### config.mk
export PLATFORM = sky130hd
export DESIGN_NAME = alu_sweep_driver
export DESIGN_NICKNAME = d
export VERILOG_FILES = /design/src/rtl/alu_sweep_driver.sv
export SDC_FILE = /design/constraint.sdc
export NUM_CORES = 1
export LEC_CHECK = 0
export ABC_AREA = 1
export CAP_MARGIN = 20
export CORE_ASPECT_RATIO = 1.75
export CORE_MARGIN = 4
export CORE_UTILIZATION = 48
export CTS_BUF_LIST = sky130_fd_sc_hd__clkbuf_4 sky130_fd_sc_hd__clkbuf_8
export DETAILED_ROUTE_END_ITERATION = 10
export PLACE_DENSITY = 0.82
export RECOVER_POWER = 100
export SETUP_SLACK_MARGIN = 0.02
export SLEW_MARGIN = 20
export SYNTH_ARGS = -nofsm -noshare
export SYNTH_HDL_FRONTEND = slang
export SYNTH_SLANG_ARGS = --single-unit
### constraint.sdc
create_clock -name clk -period 1.55 [get_ports clk]
set_input_delay 0.155 -clock clk [delete_from_list [all_inputs] [get_ports clk]]
set_output_delay 0.155 -clock clk [all_outputs]
set_load 0.1 [all_outputs]
### src/rtl/alu_sweep_driver.sv
// ---------------------------------------------------------------------------
// alu_sweep_driver
//
// Stimulus-and-capture engine for the registered ALU timing harness. On start
// it walks every opcode (outer loop), every A operand (middle loop) and every
// B operand (inner loop). Each vector is held for LAT+2 cycles. The harness
// result and flags are then sampled and folded into a 16-bit MISR, so the
// whole sweep reduces to a single signature word.
//
// Parameters:
//   N     operand/result width, 1..12
//   NOPS  number of opcodes swept (sel = 0..NOPS-1), 1..16
//   LAT   extra wait cycles between issue and capture, 0..15
//
// Ports:
//   clk          system clock, all state on rising edge
//   rst          asynchronous active-low reset
//   start        level request, sampled only while idle
//   a_out/b_out  operands to the harness (N bits)
//   sel_out      opcode to the harness (4 bits)
//   res_in       harness result (N bits)
//   z_in, o_in, ca_in, neg_in   harness flags
//   busy         high while a vector is being issued, waited on or captured
//   done         one-cycle pulse when the sweep completes
//   sig          MISR signature (16 bits)
//   vec_cnt      vectors captured since the last start (2N+4 bits)
//
// Optional feature (macro ALU_DRV_CYCLE_CNT_EN):
//   adds cyc_cnt (32 bits). It counts the busy cycles of the current sweep,
//   saturates at all-ones and is cleared by reset and by start.
// ---------------------------------------------------------------------------
module alu_sweep_driver #(
  parameter int N    = 5,
  parameter int NOPS = 10,
  parameter int LAT  = 1
) (
  input  logic           clk,
  input  logic           rst,
  input  logic           start,
  output logic [N-1:0]   a_out,
  output logic [N-1:0]   b_out,
  output logic [3:0]     sel_out,
  input  logic [N-1:0]   res_in,
  input  logic           z_in,
  input  logic           o_in,
  input  logic           ca_in,
  input  logic           neg_in,
  output logic           busy,
  output logic           done,
  output logic [15:0]    sig,
  output logic [2*N+3:0] vec_cnt
`ifdef ALU_DRV_CYCLE_CNT_EN
  ,
  output logic [31:0]    cyc_cnt
`endif
);

  localparam logic [2:0] S_IDLE    = 3'd0;
  localparam logic [2:0] S_ISSUE   = 3'd1;
  localparam logic [2:0] S_WAIT    = 3'd2;
  localparam logic [2:0] S_CAPTURE = 3'd3;
  localparam logic [2:0] S_DONE    = 3'd4;

  localparam logic [N-1:0] OPD_MAX  = '1;
  localparam logic [3:0]   SEL_MAX  = 4'(NOPS - 1);
  localparam bit           HAS_WAIT = (LAT > 0);
  // Wait counter preload; WAIT leaves when it reaches zero, giving LAT cycles.
  localparam logic [3:0]   WAIT_LOAD = HAS_WAIT ? 4'(LAT - 1) : 4'd0;

  logic [2:0]   state_q;
  logic [2:0]   state_d;
  logic [3:0]   wait_q;
  logic         last_vec;
  logic [N-1:0] a_nxt;
  logic [N-1:0] b_nxt;
  logic [3:0]   sel_nxt;
  logic [15:0]  fold_in;
  logic         misr_fb;

  assign last_vec = (a_out == OPD_MAX) && (b_out == OPD_MAX) && (sel_out == SEL_MAX);
  assign misr_fb  = sig[15] ^ sig[13] ^ sig[12] ^ sig[10];

  // Captured word {neg, ca, o, z, res}, zero-extended to the MISR width.
  always_comb begin
    // NOTE: every always_comb output gets a default first so that no path
    // leaves it unassigned; otherwise synthesis infers a latch.
    fold_in        = '0;
    fold_in[N+3:0] = {neg_in, ca_in, o_in, z_in, res_in};
  end

  // Next vector: b is the fastest digit, then a, then sel; each wraps at
  // its own maximum and carries into the next.
  always_comb begin
    a_nxt   = a_out;
    b_nxt   = b_out;
    sel_nxt = sel_out;
    if (b_out == OPD_MAX) begin
      b_nxt = '0;
      if (a_out == OPD_MAX) begin
        a_nxt   = '0;
        sel_nxt = (sel_out == SEL_MAX) ? 4'd0 : sel_out + 4'd1;
      end else begin
        a_nxt = a_out + 1'b1;
      end
    end else begin
      b_nxt = b_out + 1'b1;
    end
  end

  always_comb begin
    state_d = state_q;
    case (state_q)
      S_IDLE:    if (start) state_d = S_ISSUE;
      S_ISSUE:   state_d = HAS_WAIT ? S_WAIT : S_CAPTURE;
      S_WAIT:    if (wait_q == 4'd0) state_d = S_CAPTURE;
      S_CAPTURE: state_d = last_vec ? S_DONE : S_ISSUE;
      S_DONE:    state_d = S_IDLE;
      default:   state_d = S_IDLE;
    endcase
  end

  // busy and done are decoded from the next state and registered, so they
  // line up with the state they describe without a combinational output path.
  always_ff @(posedge clk or negedge rst) begin
    if (!rst) begin
      state_q <= S_IDLE;
      wait_q  <= 4'd0;
      a_out   <= '0;
      b_out   <= '0;
      sel_out <= 4'd0;
      busy    <= 1'b0;
      done    <= 1'b0;
      sig     <= 16'd0;
      vec_cnt <= '0;
    end else begin
      // NOTE: sequential state uses non-blocking assignments so every flop
      // samples the pre-edge values, independent of statement order.
      state_q <= state_d;
      busy    <= (state_d == S_ISSUE) || (state_d == S_WAIT) || (state_d == S_CAPTURE);
      done    <= (state_d == S_DONE);
      case (state_q)
        S_IDLE: begin
          if (start) begin
            sig     <= 16'd0;
            vec_cnt <= '0;
            a_out   <= '0;
            b_out   <= '0;
            sel_out <= 4'd0;
          end
        end
        S_ISSUE: begin
          wait_q <= WAIT_LOAD;
        end
        S_WAIT: begin
          if (wait_q != 4'd0) wait_q <= wait_q - 4'd1;
        end
        S_CAPTURE: begin
          sig     <= {sig[14:0], misr_fb} ^ fold_in;
          vec_cnt <= vec_cnt + 1'b1;
          // The final vector stays on the outputs after the sweep ends.
          if (!last_vec) begin
            a_out   <= a_nxt;
            b_out   <= b_nxt;
            sel_out <= sel_nxt;
          end
        end
        default: ;
      endcase
    end
  end

`ifdef ALU_DRV_CYCLE_CNT_EN
  always_ff @(posedge clk or negedge rst) begin
    if (!rst) begin
      cyc_cnt <= 32'd0;
    end else if ((state_q == S_IDLE) && start) begin
      cyc_cnt <= 32'd0;
    end else if (busy && (cyc_cnt != 32'hFFFF_FFFF)) begin
      cyc_cnt <= cyc_cnt + 32'd1;
    end
  end
`endif

endmodule

==> reports/metrics.yaml, run 1 <==
run_status:
  outcome: "finished, violations left"
  violations: "negative setup slack"
timing:
  setup_viol: 16
  timing.final.ws_setup_ns: -0.1448
  period_share_pct: 109.3
  rsz0062_at_grt: "yes"
  hold_violations: 0
  worstMarginPinSlew_ns: 0.7204
  drv_slew: 0
  fin_worst_skew_ns: 0.004357
  max_slew_margin_pct: 51.97
  min_period_ns: 1.695
  timing.fmax_mhz: 590.1
worst_hold_path:
  worstHoldPathCells: 3
  hold_class: "input pin to register"
synth:
  synth_edf_count: 0
  ys_ff_latch: 53
  ys_types: 26
  synth.most_common_cell: "nand2_1"
  synth_area_leaders: "dfrtp_1 (48%), nand2_1 (15%), inv_1 (6.7%), nand3_1 (6.4%), ha_1 (4.1%)"
  synth_top_area_share_pct: 48.16
  synthCells: 352
  seq_area_frac_synth_pct: 48.16
  syn-cell-area_um2: 2754
  ys_top_cells_by_count: "nand2_1 (110), dfrtp_1 (53), inv_1 (49)"
  yosysTopAreaCell: "dfrtp_1"
  synth-async-reset-ratio_pct: 100.0
  synth_ff_type: "dfrtp_1"
  syn_area_per_cell_um2: 7.824
  syn_nets: 373
  ys_warn_count: 0
cells_and_area:
  diodes: 0
  syn2layout_area_growth_pct: 45.16
  drive_gt1_share_pct: 29.50
  nets: 464
  fin_util_pct: 71.57
worst_setup_path:
  worstSetupStartpointType: "register"
  critPathMaxFanout: 5
  end_kind: "register"
  rr_worst_depth: 12
  crit_required_ns: 1.75
  cp.arrival_ns: 1.89
  criticalPathCategory: "register to register"
global_routing:
  grt_pass1_wl_um: 12410
  antenna_found_initial: 0
  grt_pass1_vias: 2787
  grt_max_degree: 54
  grt.total_usage_pct: 22.32
  overflow: 0
drt:
  dr.pass1.iters: 7
  routed-via-count: 2740
  viasPerCell: 5.269
  wl_per_cell_um: 14.82
  antenna_left: 0
  route.detailed.drc: 0
  drtIter0Drc: 161
  wirelength_um: 7707
clock_tree:
  cts.clk_slew.worst_paths_ns: 0.10
  htree_levels: 2
  root_buffer: "clkbuf_8"
  cts_tree: "done"
  clock_path_buffers: 2
  cts_buffers: 5
  cts_num_sinks: 53
  clk_latency_ns: 0.31
floorplan:
  start_util_pct: 49.31
  die_area_um2: 7061
  fp.dieW_um: 65.26
  io_pins: 58
  core_area_um2: 5585
  die_y_um: 108.2
  rows: 36
flow_run:
  max_cap_violations: 0
placement:
  dp_slack_ns: -0.08784
  port_buffers: 57
  place_congestion: 0.9880
  dp_hpwl_um: 5452
power:
  power_density_nw_per_um2: 862.6
  peakVddDrop_uv: 537.1
  p_leak_nw: 1.995
## worst max-delay path, cell delays in order (launching register included)
cell and delay (ns):
dfrtp_4 0.50, ha_4 0.18, nand2_2 0.06, nor2_2 0.04, ha_2 0.20, nand2_2 0.07
inv_2 0.04, nand2_2 0.08, nand2_2 0.07, nand2_4 0.12, nand2_4 0.09, nand2_2 0.07
o21ai_1 0.06
## metal layers
metal  wire (um)  up-vias  global-route usage, %  share of wire [%]
met1        2812     1307                  23.29                 36
met5           0        -                      0                  0
met4         231        0                  10.09                3.0
li1            -     1307                      -                  -
met3         369       20                  3.119                4.8
met2        4295      106                  42.71                 56
## final timing paths
kind | from | to | slack, ns
setup / recovery | b_out[1]$_DFFE_PN0P_ | a_out[1]$_DFFE_PN0P_ | -0.14
hold / removal | ca_in | sig[7]$_DFFE_PN0P_ | 0.48
setup reg to reg | b_out[1]$_DFFE_PN0P_ | a_out[1]$_DFFE_PN0P_ | -0.14
hold reg to reg | b_out[4]$_DFFE_PN0P_ | b_out[4]$_DFFE_PN0P_ | 0.52
max in group asynchronous | rst | vec_cnt[0]$_DFFE_PN0P_ | 0.47
min in group asynchronous | rst | a_out[3]$_DFFE_PN0P_ | 0.54
## power by group
group	internal, mW	switching [mW]
Combinational	0.173	0.752
Sequential	1.46	0.0798
Clock	0.525	0.459
## layout by cell type, fill, tap and decap left out, types with 9 or more instances in the layout
| master | synthesis | routed |
|---|---|---|
| clkbuf_2 | 0 | 18 |
| dfrtp_1 | 53 | 37 |
| o21ai_0 | 13 | 12 |
| dfrtp_2 | 0 | 9 |
| inv_1 | 49 | 46 |
| nand2_1 | 110 | 97 |
| nor2_1 | 27 | 24 |
| nand2_2 | 2 | 13 |
| nand3_1 | 35 | 32 |
| buf_4 | 2 | 26 |
| buf_12 | 0 | 21 |
| clkdlybuf4s50_1 | 0 | 10 |
## timing repair
item	4_1_cts	5_1_grt
pin swaps	12	15
endpoints found under the setup margin	16	24
hold buffers	1	0
buffers inserted	3	7
gates resized for setup	12	11
hold endpoints to repair	53	0
gates cloned	1	0
## stage by stage
| stage | std cells | setup TNS (ns) | hold slack [ns] | area, um2 | power, mW |
|---|---|---|---|---|---|
| 3_3_place_gp | 500 | -0.2541 | 0.1710 | 4144 | 2.730 |
| 5_1_grt | 520 | -3.149 | 0.5151 | 3998 | 3.580 |
| 4_1_cts | 513 | -0.8205 | 0.3736 | 4333 | 3.732 |
| 6_report | 520 | -1.439 | 0.4827 | 3998 | 3.448 |
| 2_1_floorplan | 352 | -3.206 | -0.1406 | 2875 | 2.267 |
| 3_5_place_dp | 500 | -0.9022 | 0.1723 | 4144 | 2.760 |
## cell type report
type / instances / area, um2
Clock inverter: 2 / 37.54
Fill cell: 422 / 1588
Multi-Input combinational cell: 244 / 1329
Sequential cell: 53 / 1364
Clock buffer: 6 / 82.58
Timing Repair Buffer: 89 / 897.1
Inverter: 50 / 192.7
Tap cell: 76 / 95.09
## cells by family after synthesis
family          count (synthesis)  synth area share, %
fa+ha+maj                       9                4.089
flops                          53                48.16
compound gates                 39                8.587
xor+xnor                        7                2.226
simple gates                  188                28.85
buf+inv                        56                8.087
## sequential cells by signal, indices dropped and copies added, names as in the netlist
signal	flops
sig	16
vec_cnt	14
a_out	5
b_out	5
sel_out	4
wait_q	4
state_q	3
busy	1
done	1
Power figures use the tool's default switching activity.
==> run 2, diff against run 1 <==
CORE_UTILIZATION = 42   (was 48)
PLACE_DENSITY = 0.73   (was 0.82)
==> run 2 against run 1 <==
  * The run still ends with negative setup slack left
  * Non-clock buffer count unchanged
  * Hold slack worse by 0.015 ns
  * Via count down 2.8%
  * Global-route usage down 3.3 points
  * Die area up 13%
  * Clock-buffer cell count down 1
  * Worst setup slack better by 0.041 ns
  * Combinational power up 18%
==> reports/metrics.yaml, run 2 (synthesis results as in run 1) <==
clock_tree:
  root_buffer: "clkbuf_8"
  clock_path_buffers: 2  # unchanged
  cts_buffers: 5  # unchanged
  cts_tree: "done"
  clk_latency_ns: 0.31  # about the same
  htree_levels: 2  # unchanged
  cts.clk_slew.worst_paths_ns: 0.10  # about the same
  cts_num_sinks: 53  # unchanged
cells_and_area:
  final_cell_mix: "nand2_1 (96), inv_1 (46), buf_12 (40), nand3_1 (31), buf_4 (28)"
  final_common_cell: "nand2_1"
  top_register: "sig"
  largest_register_ffs: 16  # unchanged
  syn2layout_area_growth_pct: 55.88
  fin_util_pct: 68.40  # -3.2 points
  diodes: 0  # unchanged
  reg.largest.list: "sig: 16 flops, vec_cnt: 14 flops"
  nets: 464  # unchanged
  drive_gt1_share_pct: 33.78  # +4.3 points
timing:
  fin_worst_skew_ns: 0.01039  # +0.006030 ns
  drv_slew: 0  # unchanged
  period_share_pct: 106.7  # -2.7 points
  rsz0062_at_grt: "yes"
  hold_violations: 0  # unchanged
  worstMarginPinSlew_ns: 0.7236  # +0.003168 ns
  timing.fmax_mhz: 604.7  # +2.5%
  timing.final.ws_setup_ns: -0.1037  # +0.04109 ns
  min_period_ns: 1.654  # -0.04109 ns
  setup_tns_ns: -0.7403  # +0.6991 ns
  max_slew_margin_pct: 51.76  # -0.21 points
  setup_viol: 13  # -3
power:
  peakVddDrop_uv: 538.4  # +0.23%
  power_density_nw_per_um2: 804.3  # -6.8%
  finalPower_mw: 3.453  # +0.13%
  p_leak_nw: 2.084  # +4.4%
global_routing:
  antenna_found_initial: 0  # unchanged
  grt_max_degree: 54  # unchanged
  grt_pass1_vias: 2790  # +0.11%
  overflow: 0  # unchanged
  grt.total_usage_pct: 19.06  # -3.3 points
  grt_pass1_wl_um: 12540  # +1.1%
drt:
  wl_per_cell_um: 13.81  # -6.8%
  antenna_left: 0  # unchanged
  viasPerCell: 5.084  # -3.5%
  routed-via-count: 2664  # -2.8%
  dr.pass1.iters: 4  # -3
  route.detailed.drc: 0  # unchanged
  drtIter0Drc: 178  # +11%
  wirelength_um: 7236  # -6.1%
worst_setup_path:
  end_kind: "register"
  cp.arrival_ns: 1.86  # -0.03 ns
  critPathMaxFanout: 5  # unchanged
  crit_required_ns: 1.75  # about the same
  criticalPathCategory: "register to register"
  worstSetupStartpointType: "register"
run_status:
  violations: "negative setup slack"
  outcome: "finished, violations left"
floorplan:
  start_util_pct: 43.88  # -5.4 points
  die_y_um: 115.1  # +6.4%
  fp.dieW_um: 69.21  # +6.1%
  core_area_um2: 6276  # +12%
  io_pins: 58  # unchanged
  rows: 38  # +5.6%
  die_area_um2: 7967  # +13%
placement:
  dp_hpwl_um: 5218  # -4.3%
  dp_slack_ns: -0.09962  # -0.01179 ns
  place_congestion: 0.8017  # -19%
  port_buffers: 57  # unchanged
flow_run:
  max_cap_violations: 0  # unchanged
worst_hold_path:
  hold_class: "input pin to register"
-- run 2: cell types whose count changed in the layout (fill, tap and decap cells not counted), moves of 2 or more --
| cell | before | now |
|---|---|---|
| o21ai_2 | 0 | 3 |
| dfrtp_1 | 37 | 27 |
| clkinvlp_4 | 1 | 3 |
| clkbuf_2 | 18 | 7 |
| dfrtp_2 | 9 | 19 |
| buf_4 | 26 | 28 |
| buf_12 | 21 | 40 |
| o21ai_0 | 12 | 10 |
| clkbuf_4 | 8 | 1 |
| clkbuf_1 | 3 | 0 |
-- run 2: cell type report --
type	instances	area (um2)
fill	498	1983
sequential	53	1376
multi-input combinational	244	1355
timing repair buffer	89	1180
inverter	50	190.2
tap	80	100.1
clock buffer	5	68.82
clock inverter	3	22.52
-- run 2: through the flow --
stage	hold slack [ns]	instances	area, um2
floorplan	-0.1406	352	2875
global placement	0.1724	504	4149
detailed placement	0.1677	504	4149
CTS	0.3561	518	4324
global route	0.5069	524	4293
finish	0.4673	524	4293
-- run 2: power breakdown --
| group | leakage [nW] | internal [mW] | switching [mW] |
|---|---|---|---|
| sequential | 0.587 | 1.46 | 0.107 |
| clock | 0.0364 | 0.318 | 0.482 |
| combinational | 1.46 | 0.341 | 0.744 |
| total | 2.08 | 2.12 | 1.33 |
-- run 2: worst paths after layout --
check | startpoint | end | slack [ns] | cells past startpoint
setup / recovery | a_out[0]$_DFFE_PN0P_ | a_out[1]$_DFFE_PN0P_ | -0.10 | 12
hold / removal | res_in[1] | sig[1]$_DFFE_PN0P_ | 0.47 | 3
setup reg to reg | a_out[0]$_DFFE_PN0P_ | a_out[1]$_DFFE_PN0P_ | -0.10 | 12
hold reg to reg | b_out[4]$_DFFE_PN0P_ | b_out[4]$_DFFE_PN0P_ | 0.56 | 2
max in group asynchronous | rst | vec_cnt[1]$_DFFE_PN0P_ | 0.46 | 3
min in group asynchronous | rst | b_out[4]$_DFFE_PN0P_ | 0.53 | 3
-- run 2: worst max-delay path, stage by stage (launching register included) --
cell and delay (ns):
dfrtp_4 0.50, ha_4 0.17, nand2_2 0.06, nor2_2 0.03
ha_2 0.19, nand2_2 0.07, inv_2 0.04, nand2_2 0.08
nand2_2 0.06, nand2_4 0.12, nand2_4 0.10, nand2_2 0.07
o21ai_2 0.05
-- run 2: metal layers --
layer	vias to the layer above	global-route usage [%]	share of wire (%)	wire (um)
met5	-	0	0	0
met4	0	7.823	2.0	148
met3	13	2.800	3.3	241
met2	59	36.22	56	4022
met1	1282	20.95	39	2823
li1	1310	-	-	-
-- run 2: what timing repair did --
action                                  4_1_cts  5_1_grt
resized for setup                            13       18
gates cloned                                  1        0
pin swaps                                    11       19
endpoints found under the setup margin       16       21
hold buffers                                  1        0
hold endpoints to repair                     53        0
buffers inserted                              4        6
==> run 3, diff against run 2 <==
CTS_CLUSTER_SIZE = 40   (was unset)
==> results of run 3 <==
The final DEF is identical to that of run 2; final timing and power are the same.
==> RTL change 1: new RTL, settings of run 2 <==
Put one more register stage on the output `sig`. The value now appears one clock later. The other outputs are not delayed to match.
--- a/src/rtl/alu_sweep_driver.sv
+++ b/src/rtl/alu_sweep_driver.sv
@@ -68,4 +68,6 @@
   localparam logic [3:0]   WAIT_LOAD = HAS_WAIT ? 4'(LAT - 1) : 4'd0;
 
+  logic [15:0] sig_s0;
+
   logic [2:0]   state_q;
   logic [2:0]   state_d;
@@ -79,5 +81,5 @@
 
   assign last_vec = (a_out == OPD_MAX) && (b_out == OPD_MAX) && (sel_out == SEL_MAX);
-  assign misr_fb  = sig[15] ^ sig[13] ^ sig[12] ^ sig[10];
+  assign misr_fb  = sig_s0[15] ^ sig_s0[13] ^ sig_s0[12] ^ sig_s0[10];
 
   // Captured word {neg, ca, o, z, res}, zero-extended to the MISR width.
@@ -131,5 +133,5 @@
       busy    <= 1'b0;
       done    <= 1'b0;
-      sig     <= 16'd0;
+      sig_s0  <= 16'd0;
       vec_cnt <= '0;
     end else begin
@@ -142,5 +144,5 @@
         S_IDLE: begin
           if (start) begin
-            sig     <= 16'd0;
+            sig_s0  <= 16'd0;
             vec_cnt <= '0;
             a_out   <= '0;
@@ -156,5 +158,5 @@
         end
         S_CAPTURE: begin
-          sig     <= {sig[14:0], misr_fb} ^ fold_in;
+          sig_s0  <= {sig_s0[14:0], misr_fb} ^ fold_in;
           vec_cnt <= vec_cnt + 1'b1;
           // The final vector stays on the outputs after the sweep ends.
@@ -182,4 +184,8 @@
 `endif
 
+  always_ff @(posedge clk) begin
+    sig <= sig_s0;
+  end
+
 endmodule
 
Behaviour: not the same (a bounded check fails within 10 cycles, from zero or initial values and one cycle with rst low).
==> RTL change 1 against run 2 <==
The flow still finishes with violations (setup timing); sequential cell count grew 16; sequential power grew 30%; combinational power decreased by 18%; area after synthesis grew 13%; non-clock buffer count did not move; clock skew fell by 0.0051 ns; clock power rose by 120%; via count up 4.1%; wire length rose by 4.9%; cell area up 4.9%; first-iteration DRC count shrank 2.8%; worst setup slack gained 0.041 ns; total power increased by 36%; critical endpoint is now a_out[0]; largest cell class unchanged.
==> RTL change 1: results (changes against run 2) <==
status=complete, but fails checks (unchanged); failing checks=setup timing (unchanged); post-synthesis adder-cell area fraction=3.62% (was 4.09%); placed cell area=0.00455 sq mm (was 0.00415 sq mm); final setup fails=11 (was 13); Hold EP=sig[8] (was sig[1]); Worst Path Max Fanout=6 (was 5); gpl congestion=0.839 (was 0.802); worst hold path type=register to register (was primary input to register); Worst Hold Margin=0.371 ns (was 0.467 ns); H-Tree Depth=3 (was 2); XOR/XNOR Fraction of Synth Area=1.97% (was 2.23%); layout cells sized above 1=31.0% (was 33.8%); FF-to-FF End=a_out[0] (was a_out[1]); Avg Synthesized Cell Area=8.23 sq um (was 7.82 sq um); Routed met2 length=4180 um (was 4020 um); met3 Use GR=4.71% (was 2.80%); R2R Path Start=b_out[0] (was a_out[0]); Syn Nets=399 (was 373); Routed met3 length=400 um (was 241 um); unique cell type count in the Yosys netlist=28 (was 26); hold_sp=sig_s0[8] (was res_in[1]); leakage power=2.26 nW (was 2.08 nW); pwr dens=1040 mW/mm^2 (was 804 mW/mm^2); sequential area share after synthesis=52.9% (was 48.2%); Slew @ Worst Pin=0.725 ns (was 0.724 ns); Post-CTS Setup Inserts=2 (was 4); post-cts resize count=9 (was 13); Vias=2,773 (was 2,664); first-pass GRT wire length=12,600 um (was 12,500 um); Net count, final=493 (was 464); Flop+latch power=2.04 mW (was 1.57 mW); Cells after DPL=543 (was 504); Final HPWL DP=5420 um (was 5220 um); Synth Area in Compound Gates=7.40% (was 8.59%); Clk pin slew, worst setup/hold paths=0.07 ns (was 0.10 ns); largest cells by area after synthesis=dfrtp_1 43%, nand2_1 13%, dfxtp_1 10%, inv_1 6.4%, nand3_1 4.8% (was dfrtp_1 48%, nand2_1 15%, inv_1 6.7%, nand3_1 6.4%, ha_1 4.1%); most frequent cells after synthesis=111 x nand2_1, 53 x dfrtp_1, 53 x inv_1 (was 110 x nand2_1, 53 x dfrtp_1, 49 x inv_1); Setup TNS Final=-0.323 ns (was -0.740 ns); Layout Cells excl Fill=563 (was 524); slack of the critical path=-0.0627 ns (was -0.104 ns); largest registers=sig x16, sig_s0 x16, vec_cnt x14 (was sig x16, vec_cnt x14); grt met1 use=19.4% (was 20.9%); Total Routing Usage GR=18.3% (was 19.1%)
==> RTL change 1: cell count changes in the layout (fill, tap and decap cells not counted), sizes merged, moves of 3 or more <==
| cell | run 2 | this run |
|---|---|---|
| bufinv | 0 | 3 |
| dfxtp | 0 | 16 |
| inv | 50 | 54 |
| nand3 | 35 | 30 |
| nor2 | 28 | 37 |
| buf | 70 | 46 |
| clkbuf | 13 | 42 |
| nand4 | 6 | 9 |
==> RTL change 1: cell type report <==
type                    instances  area [sq um]
well taps                      86           108
clock inverters                 6           111
flip-flops and latches         69          1690
repair buffers                 89           838
multi-input cells             249          1410
clock buffers                  10           131
inverters                      54           208
fillers                       570          2730
==> RTL change 1: worst register-to-register path, delay by kind of cell (launching register included) <==
kind	cells	cell delay (ns)
flip-flops	1	0.49
adder cells (fa/ha/maj)	2	0.35
buffers and inverters	1	0.05
AND/OR/NAND/NOR	9	0.61
==> RTL change 2: new RTL, settings of run 2 <==
Without the edit above. `N`: 5 -> 4.
--- a/src/rtl/alu_sweep_driver.sv
+++ b/src/rtl/alu_sweep_driver.sv
@@ -31,5 +31,5 @@
 // ---------------------------------------------------------------------------
 module alu_sweep_driver #(
-  parameter int N    = 5,
+  parameter int N    = 4,
   parameter int NOPS = 10,
   parameter int LAT  = 1
Interface: changed (resized a_out, b_out, res_in and vec_cnt); port bits go from 58 to 53. No check against the original RTL was run, so the function may have changed too.
==> RTL change 2 against run 2 <==
Sequential share of layout area rose by 3.4 points; sequential cell count fell by 4; wire length decreased by 11%; worst setup slack better by 0.21 ns; area after synthesis is 5.4% lower; synthesized cell count down 2.3%; total power decreased by 11%; cell area fell by 17%; critical path type unchanged.
==> RTL change 2: results (changes against run 2) <==
Crit-path slowest cell=dfrtp_4 (unchanged); Inserted Clock Buffers=5 (unchanged); CTS Root Cell=clkbuf_8 (unchanged); Longest Clk Path Bufs=2 (unchanged); Slew @ Worst Pin=0.702 ns (was 0.724 ns); Async SR Flop Fraction=100% (unchanged); largest cells by area after synthesis=dfrtp_1 47%, nand2_1 15%, inv_1 7.3%, nand3_1 5.2%, nor2_1 4.3% (was dfrtp_1 48%, nand2_1 15%, inv_1 6.7%, nand3_1 6.4%, ha_1 4.1%); antenna violations before repair=0 (unchanged); ANT cells=0 (unchanged); Post-synth EDFFs=0 (unchanged); # port buffers=52 (was 57); DR iter-0 viols=112 (was 178); crit-path max cell delay=0.50 ns (about the same); status=finished, final reports clean (was complete, but fails checks); unique cell type count in the Yosys netlist=27 (was 26); Worst Path Max Fanout=6 (was 5); first-pass GRT wire length=10,700 um (was 12,500 um); First-pass DRT Iterations=4 (unchanged); Clk Latency, worst-skew pair=~0.3 ns; Routed WL=6460 um (was 7240 um); most frequent cells after synthesis=104 x nand2_1, 51 x inv_1, 49 x dfrtp_1 (was 110 x nand2_1, 53 x dfrtp_1, 49 x inv_1); vias per inst=5.01 (was 5.08); peak supply drop=0.610 mV (was 0.538 mV); DP Worst Slack=0.0778 ns (was -0.0996 ns); Final HPWL DP=5170 um (was 5220 um); H-Tree Depth=2 (unchanged); vias in the first global route=2,330 (was 2,790); largest net degree at the start of global routing=31 (was 54); Total Routing Usage GR=18.0% (was 19.1%); Clk pin slew, worst setup/hold paths=0.09 ns; placed cell area=0.00383 sq mm (was 0.00415 sq mm); Layout Skew=0.00613 ns (was 0.0104 ns); largest registers=sig x16, vec_cnt x12 (was sig x16, vec_cnt x14); Syn Nets=361 (was 373); synth warn=0 (unchanged); leakage power=1.82 nW (was 2.08 nW); layout cells sized above 1=25.5% (was 33.8%); gpl congestion=0.854 (was 0.802); Net count, final=427 (was 464); sequential area share after synthesis=47.1% (was 48.2%); CP arrival=1.63 ns (was 1.86 ns); worst hold path type=primary input to async pin (was primary input to register)
-- RTL change 2: cell type report --
type / instances / area [sq um]
clock inverter: 2 / 13.8
inverter: 56 / 210
fill: 502 / 2400
sequential: 49 / 1270
tap: 78 / 97.6
timing repair buffer: 63 / 648
multi-input combinational: 235 / 1250
clock buffer: 6 / 82.6
-- RTL change 2: path summary, 6_finish.rpt --
| kind | from | cells after the start | endpoint | slack, ns |
|---|---|---|---|---|
| min | rst | 2 | vec_cnt[2] | 0.43 |
| min in group clk | z_in | 3 | sig[4] | 0.48 |
| max | sel_out[1] | 9 | sel_out[3] | 0.11 |
| max in group asynchronous | rst | 3 | sel_out[0] | 0.23 |
| min reg2reg | wait_q[3] | 2 | wait_q[3] | 0.55 |
| max reg2reg | sel_out[1] | 9 | sel_out[3] | 0.11 |
-- RTL change 2: routing by layer --
metal | vias to the layer above | global-route usage [%] | part of all wire (%)
met1 | 1163 | 20.0 | 37
li1 | 1226 | - | -
met2 | 54 | 33.6 | 57
met3 | 9 | 2.90 | 3.7
met5 | - | 0 | 0
met4 | 0 | 5.15 | 1.6
-- RTL change 2: kinds of logic after synthesis --
family	Yosys count	synth area share, %
xor+xnor	3	1.01
fa+ha+maj	6	2.88
flops	49	47.1
buf+inv	60	8.79
compound gates	38	8.60
simple gates	188	31.7
-- RTL change 2: what timing repair did --
action | in CTS | in global routing
gates resized for setup | 0 | 4
hold endpoints to repair | 28 | 0
buffers inserted | 0 | 3
endpoints found under the setup margin | 0 | 30
hold buffers | 1 | 0
-- RTL change 2: power by group --
| part | switching, mW | internal [mW] | leakage (nW) |
|---|---|---|---|
| combinational | 0.713 | 0.158 | 1.22 |
| clock | 0.422 | 0.362 | 0.0512 |
| sequential | 0.0690 | 1.35 | 0.554 |
| total | 1.20 | 1.87 | 1.82 |
-- RTL change 2: critical path: cells and delay by family (launching register included) --
| kind | cells | cell delay, ns |
|---|---|---|
| buffers and inverters | 1 | 0.08 |
| flip-flops | 1 | 0.50 |
| AND/OR/NAND/NOR | 7 | 0.61 |
| adder cells (fa/ha/maj) | 1 | 0.13 |
-- RTL change 2: metrics by stage --
step                      cells  power (mW)
final                       489        3.08
after global placement      477        2.55
after CTS                   486        3.36
after global routing        489        3.23
after floorplan             344        2.11
after detailed placement    477        2.58
